`config.mk`:
```
export PLATFORM = sky130hd
export DESIGN_NAME = bcd_to_binary_seq
export DESIGN_NICKNAME = d
export VERILOG_FILES = /design/src/rtl/bcd_to_binary_seq_pkg.sv /design/src/rtl/bcd_to_binary_seq_sub3.sv /design/src/rtl/bcd_to_binary_seq.sv
export SDC_FILE = /design/constraint.sdc
export NUM_CORES = 1
export LEC_CHECK = 0
export CAP_MARGIN = 20
export CORE_MARGIN = 2
export CORE_UTILIZATION = 30
export DETAILED_ROUTE_END_ITERATION = 8
export GPL_ROUTABILITY_DRIVEN = 0
export PLACE_DENSITY = 0.56
export SLEW_MARGIN = 5
export SYNTH_ARGS = -nofsm -noshare
export SYNTH_HDL_FRONTEND = slang
export SYNTH_SLANG_ARGS = --single-unit
```
`constraint.sdc`:
```
create_clock -name clk -period 2.15 [get_ports clk]
set_input_delay 0.3225 -clock clk [delete_from_list [all_inputs] [get_ports clk]]
set_output_delay 0.3225 -clock clk [all_outputs]
set_load 0.02 [all_outputs]
```
`src/rtl/bcd_to_binary_seq_pkg.sv`:
```
// Shared types and constants for the sequential BCD-to-binary converter.
package bcd_to_binary_seq_pkg;

    // Default sizing; the top module recomputes widths from its own parameters.
    localparam int unsigned DIGITS_DEFAULT = 3;
    localparam int unsigned BIN_W_DEFAULT  = 8;
    localparam int unsigned BCD_W          = 4 * DIGITS_DEFAULT;
    localparam int unsigned CNT_W          = $clog2(BIN_W_DEFAULT + 1);

    // Largest legal BCD digit value.
    localparam logic [3:0] DIGIT_MAX = 4'd9;

    typedef enum logic [1:0] {
        StIdle = 2'd0,
        StConv = 2'd1,
        StDone = 2'd2
    } state_t;

endpackage

```
`src/rtl/bcd_to_binary_seq_sub3.sv`:
```
// Reverse double-dabble digit correction: subtract 3 from a digit that is >= 8.
module bcd_sub3 (
    input  logic [3:0] value,
    output logic [3:0] result
);

    // A digit reaching 8 after a right shift carried in a half-ten; remove the excess.
    always_comb begin
        result = value;
        if (value >= 4'd8) begin
            result = value - 4'd3;
        end
    end

endmodule

```
`src/rtl/bcd_to_binary_seq.sv`:
```
// Sequential BCD-to-binary converter using reverse double-dabble, one shift per clock.
module bcd_to_binary_seq
    import bcd_to_binary_seq_pkg::*;
#(
    parameter int unsigned DIGITS = DIGITS_DEFAULT,
    parameter int unsigned BIN_W  = BIN_W_DEFAULT
) (
    input  logic                  clk,
    input  logic                  reset,
    input  logic                  start,
    input  logic [4*DIGITS-1:0]   bcd_in,
    output logic                  busy,
    output logic                  done,
    output logic [BIN_W-1:0]      bin_out,
    output logic                  ovf,
    output logic                  err
);

    localparam int unsigned DW   = 4 * DIGITS;
    localparam int unsigned CW   = $clog2(BIN_W + 1);
    localparam logic [CW-1:0] LAST = CW'(BIN_W - 1);

    state_t              state;
    logic [DW-1:0]       bcd_sr;
    logic [BIN_W-1:0]    bin_sr;
    logic [CW-1:0]       cnt;

    logic [DW+BIN_W-1:0] cat_shift;
    logic [DW-1:0]       bcd_shift;
    logic [DW-1:0]       bcd_adj;
    logic [BIN_W-1:0]    bin_shift;
    logic                bad_digit;

    // Combined register shifted right by one; the BCD half then gets per-digit correction.
    always_comb begin
        cat_shift = {bcd_sr, bin_sr} >> 1;
        bcd_shift = cat_shift[DW+BIN_W-1 -: DW];
        bin_shift = cat_shift[BIN_W-1:0];
    end

    for (genvar g = 0; g < DIGITS; g++) begin : g_sub3
        bcd_sub3 u_sub3 (
            .value  (bcd_shift[4*g +: 4]),
            .result (bcd_adj[4*g +: 4])
        );
    end

    // Flag any operand digit outside 0..9.
    always_comb begin
        bad_digit = 1'b0;
        for (int i = 0; i < DIGITS; i++) begin
            if (bcd_in[4*i +: 4] > DIGIT_MAX) begin
                bad_digit = 1'b1;
            end
        end
    end

    // Control FSM, counter, shift registers and registered outputs.
    always_ff @(posedge clk) begin
        if (reset) begin
            state   <= StIdle;
            bcd_sr  <= '0;
            bin_sr  <= '0;
            cnt     <= '0;
            busy    <= 1'b0;
            done    <= 1'b0;
            bin_out <= '0;
            ovf     <= 1'b0;
            err     <= 1'b0;
        end else begin
            case (state)
                StIdle: begin
                    done <= 1'b0;
                    if (start) begin
                        bcd_sr <= bcd_in;
                        bin_sr <= '0;
                        cnt    <= '0;
                        busy   <= 1'b1;
                        ovf    <= 1'b0;
                        err    <= bad_digit;
                        if (bad_digit) begin
                            bin_out <= '0;
                            state   <= StDone;
                        end else begin
                            state <= StConv;
                        end
                    end
                end
                StConv: begin
                    bcd_sr <= bcd_adj;
                    bin_sr <= bin_shift;
                    cnt    <= cnt + CW'(1);
                    if (cnt == LAST) begin
                        bin_out <= bin_shift;
                        ovf     <= |bcd_adj;
                        busy    <= 1'b0;
                        done    <= 1'b1;
                        state   <= StDone;
                    end
                end
                StDone: begin
                    // Invalid operands arrive here with done low; they pulse done one cycle later.
                    if (done) begin
                        done  <= 1'b0;
                        state <= StIdle;
                    end else begin
                        done <= 1'b1;
                        busy <= 1'b0;
                    end
                end
                default: state <= StIdle;
            endcase
        end
    end

endmodule
```
==> summary.txt <==
Outcome
  • Status: finished clean

Yosys
  • Yosys warns: 0
  • Synth Area per Inst: ~8.7 um^2
  • Number of synthesized flops with an enable pin: 0
  • Async SR Flop Fraction: 0
  • Register area share after synthesis: 0.394
  • Post-Syn Instances: roughly 220
  • Mapped Nets: around 240
  • Predominant post-synthesis flop cell: dfxtp_1
  • #FFs+latches synth: 37
  • Mapped cell area: approximately 1900 um^2
  • Distinct cells, synth: 39

Critical path
  • FF-to-FF path depth: 6
  • CP Data Required Time: 2.33 ns
  • Worst Path Arrival: slightly below 2 ns
  • Critical path class: flip-flop to flip-flop
  • Crit. End Element: flip-flop
  • Critical Path Fanout Max: 9
  • Critical R2R Launch: state[0]$_SDFFE_PP0P_
  • Reg2reg end: state[0]$_SDFFE_PP0P_
  • Startpoint types: flip-flop
  • R2R setup slack: 0.35 ns

Layout
  • Area taken by flip-flops and latches: ~740 um^2
  • Area taken by multi-input logic gates: approximately 1000 um^2
  • Finished Core Util: 0.387
  • Area Overhead vs Synth: 23.2%
  • Nets@finish: around 270
  • Share of cells above drive strength 1: 0.0935
  • Layout fillers: a little over 600
  • Diodes inserted: 0

Place
  • Dpl ws: around 0.3 ns
  • Port Buf Inserts: 26
  • Hpwl dp: between 3000 and 4000 um

Clock network
  • Worst skew pair latency: 0.29 ns
  • CTS tree: yes
  • Clock tree buffer depth: 2
  • H-tree level count: 2
  • Num CTS Buffers: 5
  • PostCTS Resize Cnt: 0
  • Clock slew at reported path FFs: ~0.080 ns
  • Root buf cell: clkbuf_8
  • Hold buffer count at CTS: 0
  • Clk sinks: 37
  • Post-CTS Setup Repair Bufs: 0

Timing
  • Post-route minimum period: 1.80 ns
  • WHS: between 0.4 and 0.5 ns
  • Crit share post-route: 0.838
  • Setup TNS: 0 ns
  • Final Skew: about 0.0043 ns
  • Highest clock rate: roughly 0.56 GHz
  • Least-Margin Pin Slew: 0.424 ns
  • Slew HR: 0.717
  • Post-route setup slack: between 0.3 and 0.4 ns
  • Hold Vio Cnt, Final: 0
  • Final setup violation count: 0
  • Count of pins over their slew limit: 0
  • RSZ-0062 raised after global routing: no

Floorplan
  • Full die area: 6910 um^2
  • Num ports: 27
  • Initial core utilization: 0.314
  • Die Wd: 83.1 um
  • Core area: 5990 um^2
  • Chip Height: ~83 um
  • Rows: 28

Route
  • DRC viols: 0
  • Detail Route Antenna Nets: 0
  • DRT Wirelength: roughly 4300 um
  • Vias: roughly 1,600
  • DRT iter0 DRCs: 59
  • Pre-Repair DR Iteration Count: 4
  • Via/cell ratio: 4.99
  • Wire per inst: 13.4 um

Min path
  • Hold crit path type: flip-flop to flip-flop
  • Hold endpoint: bin_out[1]$_SDFFE_PP0P_
  • HP Start: bin_out[1]$_SDFFE_PP0P_
  • WHS Path Cells: 2

Job
  • Max-cap viol count: 0

Power
  • Leak Pwr: around 0.84 nW
  • Worst VDD drop: 374 uV
  • PwrDens: approximately 900 nW/um^2

GRT
  • Vias in the first global route: between 1,500 and 2,000
  • First-pass GRT wire length: between 7000 and 8000 um
  • Largest net degree at the start of global routing: 19
  • Initial antenna violation count: 0
  • GRT Residual Overflow: 0
  • GRT Total Usage: 0.129
==> kinds of logic after synthesis <==
group | count (synthesis) | share of synthesized area
buffers and inverters | 24 | 0.0599
and+or+nand+nor | 67 | 0.182
DFF | 37 | 0.394
muxes | 10 | 0.0606
xor gates and xnor gates | 4 | 0.0186
AOI/OAI and AO/OA | 66 | 0.224
adders and majority gates | 9 | 0.0599
==> where the power goes <==
group          internal (mW)  leakage (nW)  switching, mW
Clock                  0.224        0.0439          0.255
Sequential             0.765         0.301         0.0923
Combinational          0.325         0.498          0.405
Total                   1.31         0.843          0.753
==> how the worst max path moves through the flow <==
stage / depth (start not counted) / end / start / slack (ns)
final: 6 / state[0]$_SDFFE_PP0P_ / state[0]$_SDFFE_PP0P_ / 0.35
after global routing: 6 / state[1]$_SDFFE_PP0P_ / state[0]$_SDFFE_PP0P_ / 0.19
after CTS: 6 / state[0]$_SDFFE_PP0P_ / state[0]$_SDFFE_PP0P_ / 0.35
after detailed placement: 5 / state[0]$_SDFFE_PP0P_ / start / 0.30
after global placement: 5 / bin_out[1]$_SDFFE_PP0P_ / bcd_in[2] / 0.30
after floorplan: 7 / bin_out[0]$_SDFFE_PP0P_ / state[0]$_SDFFE_PP0P_ / 0.52
==> worst max-delay path, stage by stage, from the launching register on <==
cell and delay [ns]:
dfxtp_1 0.40, inv_1 0.08, ha_1 0.34, nor2b_2 0.25, a211oi_1 0.36, mux2i_1 0.22, nor2_1 0.05
==> synth_stat cells, types with 5 or more instances <==
cell type,number,area [um^2]
ha_1,9,113
nand4_1,9,56.3
a21oi_1,21,105
a211oi_1,8,60.1
o21ai_0,17,85.1
mux2i_1,8,80.1
inv_1,9,33.8
nor2b_1,5,31.3
clkbuf_1,6,22.5
dfxtp_1,37,741
nand2_1,7,26.3
a22oi_1,8,60.1
buf_2,6,30.0
nor2_1,27,101
==> cell usage in the layout (no fill, tap or decap), drive strengths merged, types with 4 or more instances in the layout <==
cell / instances
a211oi: 8
a21oi: 22
a22oi: 8
buf: 10
clkbuf: 5
clkdlybuf4s50: 26
dfxtp: 37
ha: 9
inv: 9
mux2i: 9
nand2: 7
nand4: 9
nor2: 27
nor2b: 6
nor3: 4
o21ai: 17
xnor2: 4
==> routing by layer <==
layer  global-route usage  wire length [um]
met3               0.0348               131
met4               0.0402                23
met2                0.183              1810
met5                    0                 0
met1                0.190              2330
==> through the flow <==
step,power [mW],cell area [um^2],cells
after floorplan,1.41,1880,217
after global placement,1.60,2230,313
after detailed placement,1.60,2230,313
after CTS,2.09,2320,321
after global routing,2.22,2320,321
final,2.07,2320,321
==> flip-flops by register name, indices dropped and copies added (netlist names), 2 cells and up <==
register,flops
bcd_sr,12
bin_out,8
bin_sr,7
cnt,4
state,2
==> area by class of cell <==
cell class                      instances  share of cell area
Multi-Input combinational cell        156               0.443
Clock buffer                            5              0.0297
Timing Repair Buffer                   36               0.145
Sequential cell                        37               0.320
Tap cell                               75              0.0405
Inverter                                9              0.0146
Clock inverter                          3             0.00756
(Power assumes the default switching activity.)
